File: src/rtl/output_backprop.sv
// output_backprop: backward pass for the output neuron; walks the output weights one per cycle,
// applying w_k -= (err*x_k) >>> LR_SHIFT with saturation, and emits the hidden error per weight.
module output_backprop #(
    parameter int N_HIDDEN = 8,
    parameter int X_W      = 10,
    parameter int W_W      = 8,
    parameter int ERR_W    = 12,
    parameter int LR_SHIFT = 4
) (
    input  logic                      clk_i,
    input  logic                      rst_i,
    input  logic                      en_i,
    input  logic                      init_i,
    input  logic                      start_i,
    input  logic [ERR_W-1:0]          err_i,
    input  logic [N_HIDDEN*X_W-1:0]   x_flat_i,
    output logic                      busy_o,
    output logic                      done_o,
    output logic                      herr_valid_o,
    output logic [2:0]                herr_idx_o,
    output logic [ERR_W-1:0]          herr_o,
    output logic [N_HIDDEN*W_W-1:0]   w_flat_o
);
    localparam int P_W = ERR_W + X_W + 1;
    localparam int H_W = ERR_W + W_W;
    localparam logic signed [P_W:0]   W_MAX = (P_W+1)'(2**(W_W-1) - 1);
    localparam logic signed [P_W:0]   W_MIN = (P_W+1)'(-(2**(W_W-1)));
    localparam logic signed [H_W-1:0] H_MAX = H_W'(2**(ERR_W-1) - 1);
    localparam logic signed [H_W-1:0] H_MIN = H_W'(-(2**(ERR_W-1)));

    function automatic logic [N_HIDDEN*W_W-1:0] def_w();
        def_w = '0;
        for (int i = 0; i < N_HIDDEN; i++) def_w[i*W_W +: W_W] = W_W'(i + 1);
    endfunction
    localparam logic [N_HIDDEN*W_W-1:0] W_DEF = def_w();

    typedef enum logic [1:0] {IDLE, UPDATE, DONE} state_t;
    state_t state_q, state_d;

    logic [2:0]              k_q;
    logic [ERR_W-1:0]        err_q;
    logic [N_HIDDEN*X_W-1:0] x_q;
    logic [W_W-1:0]          w_k, w_new;
    logic [ERR_W-1:0]        herr_new;
    logic signed [P_W-1:0]   p, d;
    logic signed [P_W:0]     diff;
    logic signed [H_W-1:0]   hp, hd;

    assign busy_o = state_q != IDLE;

    always_comb begin
        state_d = state_q;
        if (en_i)
            state_d = state_q == IDLE   ? (start_i ? UPDATE : IDLE) :
                      state_q == UPDATE ? (k_q == 3'(N_HIDDEN-1) ? DONE : UPDATE) : IDLE;
    end

    // x_k is zero-extended so the product stays signed; shifts floor toward -inf
    always_comb begin
        w_k      = w_flat_o[k_q*W_W +: W_W];
        p        = P_W'($signed(err_q)) * P_W'($signed({1'b0, x_q[k_q*X_W +: X_W]}));
        d        = p >>> LR_SHIFT;
        diff     = (P_W+1)'($signed(w_k)) - (P_W+1)'(d);
        w_new    = diff > W_MAX ? W_MAX[W_W-1:0] : diff < W_MIN ? W_MIN[W_W-1:0] : diff[W_W-1:0];
        hp       = H_W'($signed(err_q)) * H_W'($signed(w_k));
        hd       = hp >>> LR_SHIFT;
        herr_new = hd > H_MAX ? H_MAX[ERR_W-1:0] : hd < H_MIN ? H_MIN[ERR_W-1:0] : hd[ERR_W-1:0];
    end

    always_ff @(posedge clk_i or negedge rst_i) begin
        if (!rst_i) begin
            state_q      <= IDLE;
            k_q          <= '0;
            err_q        <= '0;
            x_q          <= '0;
            done_o       <= 1'b0;
            herr_valid_o <= 1'b0;
            herr_idx_o   <= '0;
            herr_o       <= '0;
            w_flat_o     <= W_DEF;
        end else if (en_i) begin
            state_q      <= state_d;
            done_o       <= state_q == DONE;
            herr_valid_o <= state_q == UPDATE;
            if (state_q == IDLE && start_i) begin
                err_q <= err_i;
                x_q   <= x_flat_i;
                k_q   <= '0;
            end else if (state_q == IDLE && init_i) begin
                w_flat_o <= W_DEF;
            end
            if (state_q == UPDATE) begin
                w_flat_o[k_q*W_W +: W_W] <= w_new;
                herr_o     <= herr_new;
                herr_idx_o <= k_q;
                k_q        <= k_q + 3'd1;
            end
        end
    end
endmodule

File: config.mk
export PLATFORM = sky130hd
export DESIGN_NAME = output_backprop
export DESIGN_NICKNAME = d
export VERILOG_FILES = /design/src/rtl/output_backprop.sv
export SDC_FILE = /design/constraint.sdc
export NUM_CORES = 1
export LEC_CHECK = 0
export CAP_MARGIN = 20
export CORE_MARGIN = 2
export CORE_UTILIZATION = 39
export CTS_BUF_LIST = sky130_fd_sc_hd__clkbuf_2 sky130_fd_sc_hd__clkbuf_4 sky130_fd_sc_hd__clkbuf_8
export CTS_CLUSTER_DIAMETER = 200
export DETAILED_ROUTE_END_ITERATION = 16
export SKIP_CTS_REPAIR_TIMING = 1
export SYNTH_ARGS = -nofsm -noshare
export SYNTH_HDL_FRONTEND = slang
export SYNTH_SLANG_ARGS = --single-unit
File: constraint.sdc
create_clock -name clk_i -period 11.37 [get_ports clk_i]
set_input_delay 2.8425 -clock clk_i [delete_from_list [all_inputs] [get_ports clk_i]]
set_output_delay 2.8425 -clock clk_i [all_outputs]
set_load 0.005 [all_outputs]
======== After elaboration in Yosys (flattened, before gate mapping) ========
Index checks and enable logic that the tools add are counted.
cells by class
  $add $sub $neg .......................... 3
  multiply operators ...................... 3
  magnitude comparators ................... 4
  equality and inequality tests ........... 3
  shift operators ......................... 4
  muxes and demuxes ....................... 15
  reduce and logical (&&, ||, !) cells .... 8
operators with widths
  cell                                                                             number
  64-bit two-way mux                                                               4
  80-bit by 8-bit indexed part select with 10-bit output                           1
  64-bit bitwise mux                                                               1
  8-bit by 34-bit variable shift with 64-bit output (first input constant)         1
  64-bit by 7-bit indexed part select with 8-bit output                            1
  8-bit by 34-bit indexed part select with 64-bit output                           1
  6-bit negation with 34-bit output                                                1
  12-bit two-way mux                                                               2
  12-bit by 11-bit multiplier with 23-bit output                                   1
  20-bit by 8-bit > comparator with 1-bit output (second input constant)           1
  20-bit by 8-bit less-than comparator with 1-bit output (second input constant)   1
  12-bit by 8-bit multiplier with 20-bit output                                    1
  8-bit by 19-bit subtractor with 20-bit output                                    1
  16-bit by 12-bit > comparator with 1-bit output (second input constant)          1
  16-bit by 12-bit less-than comparator with 1-bit output (second input constant)  1
  8-bit two-way mux                                                                2
  3-bit by 3-bit multiplier with 6-bit output (second input constant)              1
  2-bit two-way mux                                                                3
  3-bit two-way mux                                                                2
  2-bit AND reduction                                                              3
  2-bit nonzero test                                                               2
  3-bit by 1-bit adder with 3-bit output (second input constant)                   1
  3-bit equality test (second input constant)                                      1
  2-bit by 1-bit equality test with 1-bit output (second input constant)           1
  other kinds (4)                                                                  5
word-level totals
  flip-flop bits (word level) ............. 178
  input port bits ......................... 97
  output and inout port bits .............. 82

======== Depth between registers and ports, before layout ========
Gate-level depths: netlist of run 1.
  depth after elaboration ................. 10
  gate-level depth with buffers ........... 40
  gate-level depth less buffers ........... 34

======== Worst setup path before layout of run 1 ========
No wires, ideal clock.
  kind .................................... register -> register
  from .................................... register k_q[0]
  to ...................................... register w_flat_o[13]
  library setup time ...................... 0.104 ns
  data arrival time ....................... 8.557 ns
  setup slack ............................. 2.709 ns
  stages on the path, launching flop included .. 33
  period minus slack after synthesis ...... 8.661 ns
  path through ............................ dfrtp_1 buf_2 buf_1 mux4_2 nand2_1 nand2_1 clkbuf_1 and2_1 fa_1 fa_1 fa_1 fa_1 inv_1 fa_1 inv_1 ha_1 nand3_1 nand2_1 a41o_1 o21ai_0 nand2b_1 xnor2_1 ha_1 buf_4 o211ai_1 a21boi_2 o211ai_2 a2111oi_2 o31ai_1 nor4_4 nor2_2 buf_2 o311ai_1
between the ends
  cells in the longest elaborated chain, start to end .. 10
  elaborated cells on any way between the ends .. 14
  those cells by class .................... add/sub: 2; mul: 2; order compare: 2; shift: 4; mux: 4
RTL lines
  what                                                    line  text
  from (decl)                                             40    logic [2:0] k_q;
  from (signal assigned)                                  96    k_q <= k_q + 3'd1;
  3-bit by 3-bit multiplier with 6-bit output             61    p = P_W'($signed(err_q)) * P_W'($signed({1'b0, x_q[k_q*X_W +: X_W]}));
  80-bit by 8-bit indexed part select with 10-bit output  61
  12-bit by 11-bit multiplier with 23-bit output          61
  8-bit by 19-bit subtractor with 20-bit output           63    diff = (P_W+1)'($signed(w_k)) - (P_W+1)'(d);
  20-bit by 8-bit less-than comparator with 1-bit output  64    w_new = diff > W_MAX ? W_MAX[W_W-1:0] : diff < W_MIN ? W_MIN[W_W-1:0] : diff[W_W-1:0];
  8-bit two-way mux (2 in a row)                          64
  8-bit by 34-bit indexed part select with 64-bit output  93    w_flat_o[k_q*W_W +: W_W] <= w_new;
  64-bit bitwise mux *                                    93
  64-bit two-way mux *                                    92    if (state_q == UPDATE) begin
  to (signal, indexed assignment)                         93
  to (decl)                                               22    output logic [N_HIDDEN*W_W-1:0] w_flat_o
Every way passes the cells marked *; elsewhere a longest branch is shown, timed or not.
A chain may end at the register's enable or synchronous reset.

======== Final worst setup path of run 1 ========
  from .................................... register k_q[2]
  to ...................................... register w_flat_o[12]
The elaborated chain is that of the path after synthesis.

==> results of run 1 <==
## how the worst max path moves through the flow
| stage | startpoint | endpoint |
|---|---|---|
| 2_1_floorplan | k_q[0]$_DFFE_PN0P_ | w_flat_o[13]$_DFFE_PN0P_ |
| 3_3_place_gp | k_q[2]$_DFFE_PN0P_ | w_flat_o[21]$_DFFE_PN0P_ |
| 3_5_place_dp | k_q[2]$_DFFE_PN0P_ | w_flat_o[53]$_DFFE_PN0P_ |
| 4_1_cts | k_q[2]$_DFFE_PN0P_ | w_flat_o[53]$_DFFE_PN0P_ |
| 5_1_grt | k_q[2]$_DFFE_PN0P_ | w_flat_o[12]$_DFFE_PN0P_ |
| 6_report | k_q[2]$_DFFE_PN0P_ | w_flat_o[12]$_DFFE_PN0P_ |
## sequential cells by signal (all words and copies together), names as in the netlist
signal	cells
done_o	1
herr_o	12
k_q	3
state_q	2
w_flat_o	64
err_q	12
herr_idx_o	3
x_q	80
herr_valid_o	1
## kinds of logic (layout without fill, tap and decap cells)
| logic type | after synthesis | after routing | synth area share |
|---|---|---|---|
| xor+xnor | 52 | 52 | 0.0258 |
| mux | 139 | 139 | 0.110 |
| compound gates | 265 | 265 | 0.105 |
| fa+ha+maj | 304 | 304 | 0.297 |
| simple gates | 492 | 492 | 0.136 |
| buf+inv | 339 | 492 | 0.0727 |
| flops | 178 | 178 | 0.253 |
## metrics by stage
stage                     utilization  setup slack, ns  hold slack (ns)  instance area [sq um]  cells
after CTS                       0.459             1.86            0.477                  20400   2513
after global routing            0.459             1.12            0.502                  20400   2514
final                           0.459             1.81            0.477                  20400   2514
after floorplan                     -             2.71            0.454                  17700   1769
after global placement          0.450             2.03            0.461                  20000   2481
after detailed placement        0.450             1.90            0.461                  20000   2481
## cells in the mapped netlist (all sizes together), types with 8 or more instances
master	instances
a31oi	8
o211ai	30
inv	261
o21ai	47
nor3	18
dfstp	13
mux2i	11
nand3	26
dfrtp	165
o311ai	24
nor2	47
mux4	35
and3	11
or2	14
o22ai	15
nor2b	71
a21o	22
nand2b	13
xnor2	33
clkbuf	58
buf	20
a21oi	60
fa	192
nor4	9
mux2	93
and2	51
xor2	19
nand2	214
ha	112
## final cells by class
type                            instances  area, sq um
Multi-Input combinational cell       1252        11900
Clock inverter                         12          111
Inverter                              261          980
Fill cell                            4298        24100
Tap cell                              592          741
Timing Repair Buffer                  199         1940
Sequential cell                       178         4470
Clock buffer                           20          275
## routing by layer
layer  share of wire  wire length (um)  vias to the layer above  GRT usage
li1                -                 -                     6157          -
met1            0.43             20000                     6712      0.266
met2            0.48             22300                      355      0.340
met3           0.065              3030                       55     0.0517
met4           0.020               913                        2     0.0502
met5         0.00024                11                        -          0
## worst min-delay path: cells and delay by family, from the launching register on
family,cells,cell delay [ns]
flops,1,0.38
buf+inv,1,0.05
compound gates,1,0.05
==> impl_metrics.py, run 1 <==
metrics = {
    "critical_path": {
        "critPathCaptureType": "flip-flop",
        "crit_family": "adder cells",
        "worstPathArrival_ns": 9.89,
        "max_stage_delay_ns": 0.69,
        "crit_buf_inv": 5,
        "required_ns": 11.70,
        "crit_cells": 32,
        "worst_r2r_endpoint": "w_flat_o[12]$_DFFE_PN0P_",
        "crit_path_top_delay_cell": "sky130_fd_sc_hd__dfrtp_1",
        "path_max_fanout": 18,
        "start_kind": "flip-flop",
        "worst_r2r_path_depth": 32,
        "cp_common_cell": "sky130_fd_sc_hd__fa_1",
        "timing.rr.start": "k_q[2]$_DFFE_PN0P_",
        "worstSetupPathType": "reg2reg",
        "ff2ff_setup_slack_ns": 1.81,
    },
    "timing": {
        "setup-violations-final": 0,
        "fin_skew_ns": 0.0165,
        "setup_repair_after_global_routing_missed_its_margin": "no",
        "timing.setup.tns_ns": 0,
        "max_freq_mhz": 105,
        "hold_viol_final": 0,
        "finalMaxSlewViolations": 0,
        "relative_slew_slack": 0.270,
        "slew_at_the_pin_with_the_worst_max_slew_slack_ns": 1.06,
        "post-route-period-util": 0.840,
        "min_clock_period_post_route_ns": 9.56,
    },
    "synth": {
        "synthesis.nets": 2170,
        "yosysWarningCount": 0,
        "postSynth.asyncResetShare": 1.00,
        "synth.ff_latch_count": 178,
        "postSynthCellCount": 1769,
        "synth_top_area_frac": 0.234,
        "synth.largest_area_cell": "sky130_fd_sc_hd__dfrtp_1",
        "number_of_enable_flip_flop_cells_after_synthesis": 0,
        "area_of_the_mapped_netlist_sq_um": 17700,
        "postSynth.topFlopCell": "sky130_fd_sc_hd__dfrtp_1",
        "synth.avg_cell_area_sq_um": 9.99,
        "yosys-top-cells-area": "sky130_fd_sc_hd__dfrtp_1, sky130_fd_sc_hd__fa_1, sky130_fd_sc_hd__ha_1",
        "synth_seq_area_share": 0.253,
        "synth_cell_type_count": 71,
    },
    "global_route": {
        "grt_overflow_total": 0,
        "grt_start_max_net_pins": 84,
        "wire_length_of_the_first_global_routing_pass_mm": 76.0,
        "grt_antenna_before_repair": 1,
        "via_count_of_the_first_global_routing_pass": 14034,
        "grtUsageTotal": 0.204,
    },
    "flow_run": {
        "drv_cap": 0,
    },
    "drt": {
        "detailedRoute.firstIterationViolations": 710,
        "number_of_remaining_drc_errors": 0,
        "routed-via-count": 13281,
        "detailedRoute.firstPassIterationCount": 5,
        "routed_wirelength_mm": 46.2,
        "routed_via_density": 5.28,
        "drtAntennaViolNets": 0,
        "routedWlPerCell_um": 18.4,
    },
    "layout": {
        "final_layout_size_suffix_gt1_frac": 0.120,
        "layout_commonest_cell": "sky130_fd_sc_hd__inv_1",
        "insertedDiodeCount": 0,
        "layout_common_cells": "sky130_fd_sc_hd__inv_1, sky130_fd_sc_hd__nand2_1, sky130_fd_sc_hd__fa_1, sky130_fd_sc_hd__clkdlybuf4s50_1, sky130_fd_sc_hd__dfrtp_1",
        "final_nets": 2310,
        "synthToLayoutAreaGrowth_pct": 15.7,
    },
    "die": {
        "io-pin-count": 179,
        "start_util": 0.397,
        "core.rowCount": 77,
        "die_width_um": 217,
        "floorplan.core_area_sq_um": 44500,
        "die_area_sq_um": 47000,
        "die_height_um": 217,
    },
    "clock_tree": {
        "cts.reportedPaths.clkPinSlew_ns": 0.10,
        "worst_skew_pair.late_latency_ns": 0.50,
        "clock-sinks": 178,
        "ctsRootBufferMaster": "sky130_fd_sc_hd__clkbuf_8",
        "ctsHtreeMaxLevel": 4,
        "numCtsBuffers": 17,
        "cts_tree": "built",
        "cts.path.max_buffers": 2,
    },
    "hold_path": {
        "worstHoldEndpoint": "w_flat_o[0]$_DFFE_PN1P_",
        "min_path_cells": 2,
        "holdCritPathClass": "reg2reg",
        "holdCritStartpoint": "w_flat_o[0]$_DFFE_PN1P_",
    },
    "placed_design": {
        "detailed_place_hpwl_mm": 36.9,
        "gpl.final_weighted_congestion": 0.869,
        "port-buffer-count": 178,
    },
    "status": {
        "status": "complete, no violations",
    },
}
Power of run 1 is not shown: default switching activity piles up to over one toggle a cycle in this logic, so the estimate is an artifact.
==> run 2: changes to the inputs <==
- clock period: 11.37 -> 9.36 ns (I/O delays scaled with it)
==> impl_metrics.py, run 2 (same netlist as run 1, synthesis figures left out) <==
metrics = {
    "status": {
        "status": "complete, no violations",
    },
    "die": {
        "start_util": 0.397,
        "die_width_um": 217,
        "io-pin-count": 179,
        "core.rowCount": 77,
        "floorplan.core_area_sq_um": 44500,
        "die_area_sq_um": 47000,
        "die_height_um": 217,
    },
    "drt": {
        "number_of_remaining_drc_errors": 0,
        "drtAntennaViolNets": 0,
        "routedWlPerCell_um": 18.8,
        "detailedRoute.firstPassIterationCount": 5,
        "detailedRoute.firstIterationViolations": 900,
        "routed-via-count": 13496,
        "routed_wirelength_mm": 47.7,
        "routed_via_density": 5.32,
    },
    "flow_run": {
        "drv_cap": 0,
    },
    "critical_path": {
        "crit_path_top_delay_cell": "sky130_fd_sc_hd__fa_1",
        "required_ns": 9.75,
        "worstPathArrival_ns": 9.11,
        "cp_common_cell": "sky130_fd_sc_hd__fa_1",
        "critPathCaptureType": "flip-flop",
        "worst_r2r_path_depth": 29,
        "path_max_fanout": 24,
        "start_kind": "flip-flop",
        "max_stage_delay_ns": 0.78,
        "worstSetupPathType": "reg2reg",
        "ff2ff_setup_slack_ns": 0.64,
    },
    "clock_tree": {
        "ctsHtreeMaxLevel": 4,
        "cts.path.max_buffers": 2,
        "worst_skew_pair.late_latency_ns": 0.51,
        "clock-sinks": 178,
        "cts_tree": "built",
        "ctsRootBufferMaster": "sky130_fd_sc_hd__clkbuf_8",
        "numCtsBuffers": 17,
        "cts.reportedPaths.clkPinSlew_ns": 0.10,
    },
    "global_route": {
        "grt_start_max_net_pins": 83,
        "grtUsageTotal": 0.208,
        "grt_antenna_before_repair": 5,
        "grt_overflow_total": 0,
        "via_count_of_the_first_global_routing_pass": 14222,
        "wire_length_of_the_first_global_routing_pass_mm": 77.0,
    },
    "timing": {
        "min_clock_period_post_route_ns": 8.72,
        "fin_skew_ns": 0.0296,
        "setup_repair_after_global_routing_missed_its_margin": "no",
        "slew_at_the_pin_with_the_worst_max_slew_slack_ns": 1.04,
        "finalMaxSlewViolations": 0,
        "max_freq_mhz": 115,
        "setup-violations-final": 0,
        "post-route-period-util": 0.932,
        "hold_viol_final": 0,
        "relative_slew_slack": 0.304,
    },
    "layout": {
        "n_fill_cell": 4205,
        "regMostFlops": "x_q",
        "largestRegisters": "x_q (80), w_flat_o (64)",
        "synthToLayoutAreaGrowth_pct": 16.9,
        "post_layout_utilization_of_the_core": 0.464,
        "final_nets": 2332,
        "layout_commonest_cell": "sky130_fd_sc_hd__inv_1",
        "largest_reg_flops": 80,
        "final_area_sq_um": 20600,
        "layout_common_cells": "sky130_fd_sc_hd__inv_1, sky130_fd_sc_hd__nand2_1, sky130_fd_sc_hd__fa_1, sky130_fd_sc_hd__clkdlybuf4s50_1, sky130_fd_sc_hd__dfrtp_1",
        "final_layout_size_suffix_gt1_frac": 0.133,
    },
    "placed_design": {
        "dpl_cell_area_sq_um": 20200,
        "detailed_place_hpwl_mm": 38.2,
        "gpl.final_weighted_congestion": 0.891,
        "port-buffer-count": 178,
    },
    "hold_path": {
        "holdCritPathClass": "reg2reg",
        "min_path_cells": 2,
    },
}
-- run 2: cell count changes in the layout (fill, tap and decap cells not counted), sizes merged --
cell / change
clkinvlp: +1
diode: +2
buf: +23
clkbuf: -3
clkinv: +1
-- run 2: final cells by class --
cell class | count | area [sq um] | share of cell area
multi-input cells | 1252 | 11900 | 0.578
flip-flops and latches | 178 | 4480 | 0.217
repair buffers | 221 | 2100 | 0.102
inverters | 261 | 980 | 0.0475
well taps | 592 | 741 | 0.0359
clock buffers | 18 | 248 | 0.0120
clock inverters | 14 | 155 | 0.00752
diodes | 2 | 5.00 | 0.000242
-- run 2: metrics by stage --
stage                     std cells  hold slack [ns]  setup TNS [ns]  setup WS [ns]
after floorplan                1769            0.454               0          0.699
after global placement         2500            0.465               0          0.260
after detailed placement       2500            0.466               0         0.0409
after CTS                      2532            0.493        -0.00223       -0.00223
after global routing           2536            0.505               0        0.00563
final                          2538            0.488               0          0.639
-- run 2: metal layers --
layer / part of all wire / GRT usage / wire length (um) / up-vias
met2: 0.48 / 0.351 / 23000 / 412
li1: - / - / - / 6214
met5: 0.00071 / 0 / 34 / -
met4: 0.024 / 0.0589 / 1150 / 6
met1: 0.41 / 0.264 / 19700 / 6799
met3: 0.077 / 0.0562 / 3680 / 65
-- run 2: worst paths after layout --
check,start,to
setup / recovery,k_q[0]$_DFFE_PN0P_,w_flat_o[44]$_DFFE_PN0P_
hold / removal,herr_o[11]$_DFFE_PN0P_,herr_o[11]$_DFFE_PN0P_
setup reg to reg,k_q[0]$_DFFE_PN0P_,w_flat_o[44]$_DFFE_PN0P_
hold reg to reg,herr_o[11]$_DFFE_PN0P_,herr_o[11]$_DFFE_PN0P_
max in group asynchronous,rst_i,k_q[0]$_DFFE_PN0P_
min in group asynchronous,rst_i,herr_o[1]$_DFFE_PN0P_
-- run 2: critical path: cells and delay by family, from the launching register on --
family          cells  cell delay [ns]
compound gates      7             1.46
flops               1             0.55
simple gates        8             1.65
buf+inv             5             0.74
fa+ha+maj           7             3.57
mux                 1             0.52
xor+xnor            1             0.10
Power of run 2 is left out for the same reason.
==> run 3: changes to the inputs <==
- CORE_UTILIZATION: 39 -> 60
- PLACE_DENSITY: not set -> 0.84
==> impl_metrics.py, run 3 (same netlist as run 1, synthesis figures left out) <==
metrics = {
    "die": {
        "core.rowCount": 62,
        "die_width_um": 176,
        "start_util": 0.612,
        "die_area_sq_um": 30800,
        "die_height_um": 176,
        "io-pin-count": 179,
        "floorplan.core_area_sq_um": 28900,
    },
    "clock_tree": {
        "ctsRootBufferMaster": "sky130_fd_sc_hd__clkbuf_8",
        "ctsHtreeMaxLevel": 4,
        "numCtsBuffers": 17,
        "clock-sinks": 178,
        "cts.path.max_buffers": 2,
        "worst_skew_pair.late_latency_ns": 0.48,
        "cts.reportedPaths.clkPinSlew_ns": 0.10,
        "cts_tree": "built",
    },
    "layout": {
        "layout_common_cells": "sky130_fd_sc_hd__inv_1, sky130_fd_sc_hd__nand2_1, sky130_fd_sc_hd__fa_1, sky130_fd_sc_hd__clkdlybuf4s50_1, sky130_fd_sc_hd__dfrtp_1",
        "final_layout_size_suffix_gt1_frac": 0.123,
        "final_nets": 2313,
        "regMostFlops": "x_q",
        "largestRegisters": "x_q (80), w_flat_o (64)",
        "largest_reg_flops": 80,
        "n_fill_cell": 2078,
        "layout_commonest_cell": "sky130_fd_sc_hd__inv_1",
        "final_cell_count_no_fill": 2312,
        "multi_input_area_sq_um": 11900,
        "register_area_sq_um": 4480,
        "synthToLayoutAreaGrowth_pct": 14.7,
    },
    "drt": {
        "routed-via-count": 14240,
        "detailedRoute.firstIterationViolations": 1165,
        "routedWlPerCell_um": 21.1,
        "routed_via_density": 6.16,
        "detailedRoute.firstPassIterationCount": 6,
        "routed_wirelength_mm": 48.9,
        "number_of_remaining_drc_errors": 0,
        "drtAntennaViolNets": 0,
    },
    "global_route": {
        "grt_antenna_before_repair": 3,
        "grt_overflow_total": 0,
        "grtUsageTotal": 0.328,
        "grt_start_max_net_pins": 103,
        "via_count_of_the_first_global_routing_pass": 15024,
        "wire_length_of_the_first_global_routing_pass_mm": 78.5,
    },
    "placed_design": {
        "port-buffer-count": 178,
        "gpl.final_weighted_congestion": 0.958,
        "detailed_place_hpwl_mm": 37.7,
        "total_instance_count_after_detailed_placement": 2276,
    },
    "timing": {
        "post-route-period-util": 0.965,
        "fin_skew_ns": 0.0312,
        "setup-violations-final": 0,
        "max_freq_mhz": 111,
        "min_clock_period_post_route_ns": 9.03,
        "relative_slew_slack": 0.293,
        "slew_at_the_pin_with_the_worst_max_slew_slack_ns": 1.05,
        "hold_viol_final": 0,
        "finalMaxSlewViolations": 0,
        "setup_repair_after_global_routing_missed_its_margin": "yes",
    },
    "critical_path": {
        "critPathCaptureType": "flip-flop",
        "max_stage_delay_ns": 0.70,
        "cp_common_cell": "sky130_fd_sc_hd__fa_1",
        "crit_path_top_delay_cell": "sky130_fd_sc_hd__o21ai_1",
        "worstSetupPathType": "reg2reg",
        "path_max_fanout": 12,
        "start_kind": "flip-flop",
        "required_ns": 9.68,
        "worstPathArrival_ns": 9.35,
    },
    "flow_run": {
        "drv_cap": 0,
    },
    "status": {
        "status": "complete, no violations",
    },
    "hold_path": {
        "holdCritPathClass": "reg2reg",
    },
}
-- run 3: critical path, delay by kind of cell (launching register included) --
family / cells / cell delay [ns]
xor gates and xnor gates: 1 / 0.13
AOI/OAI and AO/OA: 12 / 3.05
and+or+nand+nor: 5 / 0.46
buffers and inverters: 4 / 0.61
DFF: 1 / 0.62
adders and majority gates: 7 / 3.14
muxes: 2 / 0.87
-- run 3: layout make-up --
cell class,count,share of cell area
well taps,384,0.0237
inverters,261,0.0484
repair buffers,202,0.0971
clock buffers,18,0.0119
multi-input cells,1252,0.589
flip-flops and latches,178,0.221
diodes,3,0.000371
clock inverters,14,0.00821
-- run 3: path summary, 6_finish.rpt --
check | from | to | slack (ns) | cells past startpoint
setup / recovery | k_q[0]$_DFFE_PN0P_ | w_flat_o[25]$_DFFE_PN0P_ | 0.33 | 31
hold / removal | w_flat_o[0]$_DFFE_PN1P_ | w_flat_o[0]$_DFFE_PN1P_ | 0.49 | 2
setup reg to reg | k_q[0]$_DFFE_PN0P_ | w_flat_o[25]$_DFFE_PN0P_ | 0.33 | 31
hold reg to reg | w_flat_o[0]$_DFFE_PN1P_ | w_flat_o[0]$_DFFE_PN1P_ | 0.49 | 2
max in group asynchronous | rst_i | k_q[1]$_DFFE_PN0P_ | 5.76 | 2
min in group asynchronous | rst_i | herr_o[11]$_DFFE_PN0P_ | 1.93 | 1
-- run 3: stage by stage --
stage	hold WS, ns	cell area, sq um	setup slack [ns]	setup TNS [ns]	util
floorplan	0.454	17700	0.699	0	-
global placement	0.464	19800	0.458	0	0.687
detailed placement	0.469	19800	0.189	0	0.687
CTS	0.489	20200	0.184	0	0.701
global route	0.509	20300	-0.121	-1.81	0.702
finish	0.490	20300	0.332	0	0.702
-- run 3: routing by layer --
layer	vias up	track usage	wire (um)
li1	6165	-	-
met1	7168	0.395	18200
met2	725	0.559	23900
met3	182	0.0725	4220
met4	0	0.162	2650
met5	-	0	0
Power of run 3 is left out for the same reason.
